$ cat config.mk
export PLATFORM = sky130hd
export DESIGN_NAME = coeff_packer_flat
export DESIGN_NICKNAME = d
export VERILOG_FILES = /design/src/rtl/kyber_pkg.sv /design/src/rtl/coeff_packer_if.sv /design/src/rtl/coeff_packer_outreg.sv /design/src/rtl/coeff_packer.sv /design/src/flat_wrapper.sv
export SDC_FILE = /design/constraint.sdc
export NUM_CORES = 1
export LEC_CHECK = 0
export CAP_MARGIN = 20
export CORE_MARGIN = 2
export CORE_UTILIZATION = 58
export DETAILED_ROUTE_END_ITERATION = 10
export PLACE_DENSITY = 0.85
export SYNTH_ARGS = -nofsm -noshare
export SYNTH_HDL_FRONTEND = slang
export SYNTH_SLANG_ARGS = --single-unit
$ cat constraint.sdc
create_clock -name clk -period 4.2 [get_ports clk]
set_clock_uncertainty 0.2 [all_clocks]
set_input_delay 1.05 -clock clk [delete_from_list [all_inputs] [get_ports clk]]
set_output_delay 1.05 -clock clk [all_outputs]
set_load 0.05 [all_outputs]
$ cat src/rtl/kyber_pkg.sv
// Shared widths and the packed-word payload for the coefficient packing path.
package kyber_pkg;

    localparam int unsigned COEFF_W         = 2;
    localparam int unsigned WORD_W          = 32;
    localparam int unsigned COEFFS_PER_WORD = WORD_W / COEFF_W;
    localparam int unsigned CNT_W           = $clog2(COEFFS_PER_WORD + 1);

    typedef struct packed {
        logic [WORD_W-1:0] word;
        logic [CNT_W-1:0]  count;
        logic              last;
    } packed_word_t;

endpackage

$ cat src/rtl/coeff_packer_if.sv
// Coefficient-in / packed-word-out valid/ready streams of coeff_packer.
interface coeff_packer_if #(
    parameter int unsigned COEFF_W = kyber_pkg::COEFF_W,
    parameter int unsigned WORD_W  = kyber_pkg::WORD_W
);

    localparam int unsigned CNT_W = $clog2(WORD_W / COEFF_W + 1);

    logic               in_valid;
    logic               in_ready;
    logic [COEFF_W-1:0] in_coeff;
    logic               in_last;

    logic               out_valid;
    logic               out_ready;
    logic [WORD_W-1:0]  out_word;
    logic [CNT_W-1:0]   out_count;
    logic               out_last;

    // Packer side.
    modport slave (
        input  in_valid, in_coeff, in_last, out_ready,
        output in_ready, out_valid, out_word, out_count, out_last
    );

    // Producer/consumer side.
    modport master (
        output in_valid, in_coeff, in_last, out_ready,
        input  in_ready, out_valid, out_word, out_count, out_last
    );

endinterface

$ cat src/rtl/coeff_packer_outreg.sv
// Valid/ready holding register for one packed word; payload is frozen while stalled.
module coeff_packer_outreg
    import kyber_pkg::*;
(
    input  logic         clk,
    input  logic         rst_n,
    input  logic         i_load,
    input  packed_word_t i_data,
    input  logic         i_ready,
    output logic         o_valid,
    output packed_word_t o_data
);

    logic         r_valid;
    packed_word_t r_data;

    // Caller only loads when the register is empty or draining this edge.
    always_ff @(posedge clk or negedge rst_n) begin
        if (!rst_n) begin
            r_valid <= 1'b0;
            r_data  <= '0;
        end else if (i_load) begin
            r_valid <= 1'b1;
            r_data  <= i_data;
        end else if (i_ready) begin
            r_valid <= 1'b0;
        end
    end

    assign o_valid = r_valid;
    assign o_data  = r_data;

endmodule

$ cat src/rtl/coeff_packer.sv
// Packs COEFF_W-bit coefficients LSB-first into WORD_W-bit words with count/last.
// Define COEFF_PACKER_SKID_EN to keep assembling while an output word is pending.
module coeff_packer #(
    parameter int unsigned COEFF_W = kyber_pkg::COEFF_W,
    parameter int unsigned WORD_W  = kyber_pkg::WORD_W
) (
    input  logic          clk,
    input  logic          rst_n,
    coeff_packer_if.slave bus
);
    import kyber_pkg::*;

    localparam int unsigned N     = WORD_W / COEFF_W;
    localparam int unsigned IDX_W = (N > 1) ? $clog2(N) : 1;

    // The payload struct is sized by the package, so the instance must agree with it.
    if (COEFF_W != kyber_pkg::COEFF_W || WORD_W != kyber_pkg::WORD_W ||
        N != COEFFS_PER_WORD || (WORD_W % COEFF_W) != 0) begin : g_cfg_check
        $error("coeff_packer: COEFF_W/WORD_W must match kyber_pkg and divide evenly");
    end

    logic [WORD_W-1:0] r_asm;
    logic [IDX_W-1:0]  r_idx;

    logic [WORD_W-1:0] w_asm_ins;
    logic [CNT_W-1:0]  w_count;
    logic              w_in_ready;
    logic              w_accept;
    logic              w_slot_last;
    logic              w_complete;
    logic              w_load;
    logic              w_out_valid;
    packed_word_t      w_load_data;
    packed_word_t      w_out_data;

    // The target slot is still zero since the last clear, so OR-ing inserts it.
    assign w_asm_ins   = r_asm | (WORD_W'(bus.in_coeff) << (32'(r_idx) * COEFF_W));
    assign w_slot_last = (r_idx == IDX_W'(N - 1));
    assign w_count     = CNT_W'(r_idx) + CNT_W'(1);
    assign w_accept    = bus.in_valid && w_in_ready;
    assign w_complete  = w_accept && (w_slot_last || bus.in_last);

`ifdef COEFF_PACKER_SKID_EN
    logic             r_full;
    logic [CNT_W-1:0] r_hold_count;
    logic             r_hold_last;
    logic             w_out_free;

    assign w_out_free = !w_out_valid || bus.out_ready;
    assign w_in_ready = !r_full;
    assign w_load     = w_out_free && (r_full || w_complete);

    // A held word has priority; no accept can occur while it is held.
    always_comb begin
        w_load_data = '{word: w_asm_ins, count: w_count, last: bus.in_last};
        if (r_full) begin
            w_load_data = '{word: r_asm, count: r_hold_count, last: r_hold_last};
        end
    end

    always_ff @(posedge clk or negedge rst_n) begin
        if (!rst_n) begin
            r_asm        <= '0;
            r_idx        <= '0;
            r_full       <= 1'b0;
            r_hold_count <= '0;
            r_hold_last  <= 1'b0;
        end else if (r_full) begin
            if (w_out_free) begin
                r_full <= 1'b0;
                r_asm  <= '0;
            end
        end else if (w_accept) begin
            if (!w_complete) begin
                r_asm <= w_asm_ins;
                r_idx <= r_idx + IDX_W'(1);
            end else begin
                r_idx <= '0;
                if (w_out_free) begin
                    r_asm <= '0;
                end else begin
                    // Output busy and not draining: park the finished word here.
                    r_asm        <= w_asm_ins;
                    r_full       <= 1'b1;
                    r_hold_count <= w_count;
                    r_hold_last  <= bus.in_last;
                end
            end
        end
    end
`else
    assign w_in_ready  = !w_out_valid;
    assign w_load      = w_complete;
    assign w_load_data = '{word: w_asm_ins, count: w_count, last: bus.in_last};

    always_ff @(posedge clk or negedge rst_n) begin
        if (!rst_n) begin
            r_asm <= '0;
            r_idx <= '0;
        end else if (w_accept) begin
            if (w_complete) begin
                r_asm <= '0;
                r_idx <= '0;
            end else begin
                r_asm <= w_asm_ins;
                r_idx <= r_idx + IDX_W'(1);
            end
        end
    end
`endif

    coeff_packer_outreg u_outreg (
        .clk     (clk),
        .rst_n   (rst_n),
        .i_load  (w_load),
        .i_data  (w_load_data),
        .i_ready (bus.out_ready),
        .o_valid (w_out_valid),
        .o_data  (w_out_data)
    );

    assign bus.in_ready  = w_in_ready;
    assign bus.out_valid = w_out_valid;
    assign bus.out_word  = w_out_data.word;
    assign bus.out_count = w_out_data.count;
    assign bus.out_last  = w_out_data.last;

endmodule

$ cat src/flat_wrapper.sv
// flat-port wrapper written by rule: the top's interface ports become plain ports
module coeff_packer_flat import kyber_pkg::*;
#(
    parameter int unsigned COEFF_W = kyber_pkg::COEFF_W,
    parameter int unsigned WORD_W  = kyber_pkg::WORD_W
)
  (clk, rst_n, bus_in_valid, bus_in_coeff, bus_in_last, bus_out_ready, bus_in_ready, bus_out_valid, bus_out_word, bus_out_count, bus_out_last);
  coeff_packer_if #(.COEFF_W(COEFF_W), .WORD_W(WORD_W)) bus_i ();
  input  logic clk;
  input  logic rst_n;
  input wire logic [$bits(bus_i.in_valid)-1:0] bus_in_valid;
  input wire logic [$bits(bus_i.in_coeff)-1:0] bus_in_coeff;
  input wire logic [$bits(bus_i.in_last)-1:0] bus_in_last;
  input wire logic [$bits(bus_i.out_ready)-1:0] bus_out_ready;
  output wire logic [$bits(bus_i.in_ready)-1:0] bus_in_ready;
  output wire logic [$bits(bus_i.out_valid)-1:0] bus_out_valid;
  output wire logic [$bits(bus_i.out_word)-1:0] bus_out_word;
  output wire logic [$bits(bus_i.out_count)-1:0] bus_out_count;
  output wire logic [$bits(bus_i.out_last)-1:0] bus_out_last;
  assign bus_i.in_valid = bus_in_valid;
  assign bus_i.in_coeff = bus_in_coeff;
  assign bus_i.in_last = bus_in_last;
  assign bus_i.out_ready = bus_out_ready;
  assign bus_in_ready = bus_i.in_ready;
  assign bus_out_valid = bus_i.out_valid;
  assign bus_out_word = bus_i.out_word;
  assign bus_out_count = bus_i.out_count;
  assign bus_out_last = bus_i.out_last;
  coeff_packer #(.COEFF_W(COEFF_W), .WORD_W(WORD_W)) u_core (.clk(clk), .rst_n(rst_n), .bus(bus_i));
endmodule
==> impl_metrics.toml <==
[final_layout]
multi_input_area_sq_um = 1150
utilization_pct = 71.9
area_growth_pct = 20.0
fillers = 413
final_layout_size_suffix_gt1_share_pct = 9.57
nNetsFinal = 327
final_cell_count_no_fill = 396
stdcell_area_sq_um = 3930
final-seq-area_sq_um = 1880
antennaDiodeCount = 0

[setup_path]
reg2reg_slack_ps = 1100
cp.arrival_ps = 3280
cp-endpoint = "u_core.u_outreg.o_data[17]"
timing.rr.start = "u_core.r_idx[0]"
critPathLaunchType = "input pin"
crit_fanout = 37
r2r_cells = 5
cp-end-kind = "register"
reg2reg_to = "u_core.u_outreg.o_data[17]"
cp-startpoint = "bus_in_last"
critPathRequiredTime_ps = 4260
critPathKind = "in -> reg"

[clock_network]
h-tree-depth = 3
root_buffer = "clkbuf_8"
cts_setup_buffers = 0
postCtsHoldBufs = 0
clock-sinks = 75
clock_latency_ps = 340
cts_made_buffers = 9
cts_resized = 0
cts_tree = "done"
clkTransAtPathRegs_ps = 70
cts_buffer_depth = 2

[place]
placed_cell_area_sq_um = 3740
globalplace.congestion = 0.846
post-place-cells = 380
dpl.hpwl_mm = 4.33
portBuffers = 46

[pwr]
powerDensity_nw_per_um2 = 466
vdd_drop_max_uv = 388
leakage_nw = 1.92

[global_routing]
grt_max_degree = 38
antenna_found_initial = 0
overflow = 0
grt_pass1_wl_mm = 11.1
grt_pass1_vias = 2260
grt_usage_pct = 23.3

[floorplanning]
start_util_pct = 59.9
core_area_sq_um = 5470
die_h_um = 79.2
die_w_um = 79.2
io_pins = 47
num_rows = 27
die-area_sq_um = 6270

[sta]
fin_setup_tns_ps = 0
min_period_over_period_pct = 76.6
slew_viol_final = 0
max_freq_mhz = 311
period_needed_ps = 3220
grt_setup_unrepaired = "no"
hold_viol = 0
tightest_slew_ps = 995
setup_violations = 0
worst_slew_margin_rel_pct = 33.4

[drt]
firstDrtPassIters = 4
vias = 2275
wl_per_cell_um = 16.6
viasPerCell = 5.74
ant_nets = 0
drc = 0
drt-total-wl_mm = 6.57
drt_iter0_drc = 263

[logic_synthesis]
synthDominantCellAreaShare_pct = 57.3
synth-seq-cells = 75
syn_inst = 279
avgSynthCellArea_sq_um = 11.7
synth_top_cell_by_area = "dfrtp_1"
synth_commonest_cells = "dfrtp_1, inv_1, mux2i_1"
yosysMostFrequentCell = "dfrtp_1"
synthFlopType = "dfrtp_1"
synth-edff-count = 0
synth.area.top_cells = "dfrtp_1, mux2i_1, a22o_1"
synth-seq-area-share_pct = 57.3
async_flop_share_pct = 100
syn_area_sq_um = 3280
yosysUniqueCellTypes = 34
syn_nets = 287
yosys_warnings = 0

[run_status]
status = "completed"

[hold_path]
hold_path_class = "reg -> reg"

[run]
max-cap-violations = 0
metrics by stage:
stage / setup WS (ps) / hold slack, ps / power [mW]
after floorplan: 1910 / 250 / 1.15
after detailed placement: 609 / 285 / 1.30
after global placement: 697 / 269 / 1.29
final: 981 / 301 / 1.83
after global routing: 824 / 325 / 1.91
after CTS: 985 / 304 / 1.84
metal layers:
| metal | track usage [%] | up-vias | share of wire, % |
|---|---|---|---|
| met2 | 35.9 | 89 | 49 |
| met3 | 4.09 | 10 | 5.6 |
| met5 | 0 | - | 0 |
| met1 | 32.2 | 1135 | 44 |
| li1 | - | 1041 | - |
| met4 | 11.4 | 0 | 1.6 |
registers in the layout, indices dropped and copies added (netlist names):
register	cells
u_core.u_outreg.o_data	38
u_core.r_asm	32
u_core.r_idx	4
u_core.u_outreg.o_valid	1
worst min-delay path by stage:
| stage | start | cells after the start | endpoint | slack [ps] |
|---|---|---|---|---|
| floorplan | u_core.r_asm[15] | 2 | u_core.r_asm[15] | 250 |
| global placement | u_core.r_asm[15] | 2 | u_core.r_asm[15] | 270 |
| detailed placement | u_core.r_asm[15] | 2 | u_core.r_asm[15] | 290 |
| CTS | u_core.r_asm[15] | 2 | u_core.r_asm[15] | 300 |
| global route | u_core.r_asm[26] | 1 | u_core.r_asm[26] | 330 |
| finish | u_core.r_asm[15] | 2 | u_core.r_asm[15] | 300 |
cells by family (layout without fill, tap and decap cells):
| kind of cell | after synthesis | count (layout) | share of synthesized area, % |
|---|---|---|---|
| adder cells (fa/ha/maj) | 1 | 1 | 0.382 |
| XOR/XNOR | 2 | 2 | 0.534 |
| flip-flops | 75 | 75 | 57.3 |
| multiplexers | 36 | 36 | 11.1 |
| buffers and inverters | 56 | 101 | 7.75 |
| AND/OR/NAND/NOR | 34 | 34 | 7.02 |
| AO/OA/AOI/OAI | 75 | 75 | 16.0 |
critical path, stage by stage:
cell	delay, ps
clkdlybuf4s50_1	540
o21ai_4	840
buf_4	560
mux2i_1	250
placed cells by master, fill, tap and decap left out, types with 4 or more instances in the layout:
| cell | Yosys | routed |
|---|---|---|
| nand2_1 | 8 | 8 |
| inv_1 | 35 | 35 |
| a21oi_1 | 32 | 32 |
| dfrtp_1 | 75 | 75 |
| mux2i_1 | 33 | 33 |
| buf_4 | 2 | 4 |
| a22o_1 | 30 | 30 |
| o21ai_0 | 6 | 6 |
| nor3b_2 | 4 | 4 |
| and3_1 | 4 | 4 |
| clkbuf_8 | 0 | 10 |
| clkdlybuf4s50_1 | 0 | 45 |
final cells by class:
type                       instances  area share (%)
clock inverter                     5            1.34
sequential                        75            47.7
inverter                          35            3.34
multi-input combinational        148            29.4
tap                               72            2.29
clock buffer                      11            3.60
timing repair buffer              50            12.3
power by group:
group	internal, mW	switching (mW)
Combinational	0.152	0.294
Sequential	0.785	0.0587
Clock	0.288	0.254
No activity file was read; power rests on OpenSTA's default activity.
==> RTL change: new RTL, same flow settings <==
Set the package constant `COEFF_W` to 1 (it was 2).
--- a/src/rtl/kyber_pkg.sv
+++ b/src/rtl/kyber_pkg.sv
@@ -1,7 +1,7 @@
 // Shared widths and the packed-word payload for the coefficient packing path.
 package kyber_pkg;
 
-    localparam int unsigned COEFF_W         = 2;
+    localparam int unsigned COEFF_W         = 1;
     localparam int unsigned WORD_W          = 32;
     localparam int unsigned COEFFS_PER_WORD = WORD_W / COEFF_W;
     localparam int unsigned CNT_W           = $clog2(COEFFS_PER_WORD + 1);
Interface: changed (resized bus_in_coeff and bus_out_count); port bits go from 47 to 47. The function was not compared with the original's and may differ.
==> RTL change against the unedited design <==
- total power is 17% higher
- final cell count is 9.6% higher
- synthesized area is 4.9% higher
- sequential power is 6.9% higher
- cell area is 3.4% higher
- register-to-register slack better by 110 ps
- sequential cell count is 2 higher
- setup slack better by 210 ps
- routed wire length is 19% higher
- critical path type is now flip-flop to output port
- critical endpoint is now bus_in_ready
- largest cell class unchanged
==> RTL change: results (changes against the unedited design) <==
status: "finished clean"
gr-usage-met3_pct: 4.556  # +0.46 points
synth_compound_gate_area_share_pct: 22.26  # +6.3 points
dp_cells: 419  # +10%
wl_per_cell_um: 17.95  # +8.2%
synth.distinct_cells: 38  # +12%
gp_congestion: 0.8738  # +3.3%
largest_reg_flops: 39  # +2.6%
met3_length_um: 481  # +30%
final_cell_count_no_fill: 434  # +9.6%
grt_first_pass_wirelength_um: 12810  # +15%
yosysSeqAreaShare_pct: 56.02  # -1.2 points
worstPathArrival_ps: 1760  # -1520 ps
use_met1_pct: 36.36  # +4.2 points
wl_met2_um: 3850  # +20%
placed_area_um2: 3852  # +3.0%
dr_total_vias: 2633  # +16%
drive_gt1_share_pct: 10.03  # +0.46 points
p_leak_nw: 1.859  # -2.9%
worstPathMaxFanout: 8  # -78%
combPwrFrac_pct: 29.6  # +5.3 points
synth_fp_nets: 330  # +15%
dpl.hpwl_um: 4893  # +13%
synth_xor_area_share_pct: 0.5093  # -0.025 points
drtIter0Drc: 220  # -16%
synth.area.mux_share_pct: 0.6548  # -10 points
num-fill-cells: 431  # +4.4%
dp_slack_ps: 1002  # +393.1 ps
p_int_mw: 1.381  # +13%
grt_max_degree: 44  # +16%
switching_power_uw: 762.7  # +26%
synth_area_leaders: "dfrtp_1 56%, a21oi_1 9.2%, a2111oi_0 6.4%, nor2_1 3.7%, inv_1 3.6%"
use_met2_pct: 39.50  # +3.6 points
peakVddDrop_uv: 374.8  # -3.5%
yosys.area_share.adder_pct: 0.7275  # +0.35 points
[RTL change: changes by cell type after synthesis, moves of 5 or more]
cell / unedited run / this run
a21oi_1: 32 / 63
clkbuf_1: 0 / 6
mux2i_1: 33 / 0
a2111oi_0: 0 / 25
nor2_1: 2 / 34
a22o_1: 30 / 4
nand2_1: 8 / 3
[RTL change: cell families after synthesis]
kind of cell               count (synthesis)
AOI/OAI and AO/OA                        114
muxes                                      2
DFF                                       77
buffers and inverters                     64
adders and majority gates                  2
xor gates and xnor gates                   2
and+or+nand+nor                           61
[RTL change: layout make-up]
cell class              count  area (um2)  share of cell area (%)
flip-flops and latches     77        1927                   47.38
well taps                  75       93.84                   2.308
clock inverters             4       72.57                   1.785
clock buffers              11       141.4                   3.477
multi-input cells         181        1200                   29.51
repair buffers             53       508.0                   12.49
inverters                  33       123.9                   3.046
[RTL change: worst register-to-register path: stages, from the launching register on]
cell and delay, ps:
dfrtp_1 540, ha_1 340, and3_1 200, ha_1 260, nor2_2 650, buf_4 380
nor3_1 100, a22o_1 220
[RTL change: final timing paths]
path	end	depth (start not counted)	from	slack, ps
min	u_core.r_asm[13]$_DFFE_PN0P_	2	u_core.r_asm[13]$_DFFE_PN0P_	300
min in group asynchronous	u_core.u_outreg.o_data[16]$_DFFE_PN0P_	1	rst_n	480
max in group asynchronous	u_core.u_outreg.o_data[5]$_DFFE_PN0P_	2	rst_n	2510
min reg2reg	u_core.r_asm[13]$_DFFE_PN0P_	2	u_core.r_asm[13]$_DFFE_PN0P_	300
max	bus_in_ready	2	u_core.u_outreg.o_valid$_DFFE_PN0P_	1190
max reg2reg	u_core.u_outreg.o_data[6]$_DFFE_PN0P_	7	u_core.r_idx[0]$_DFFE_PN0P_	1210
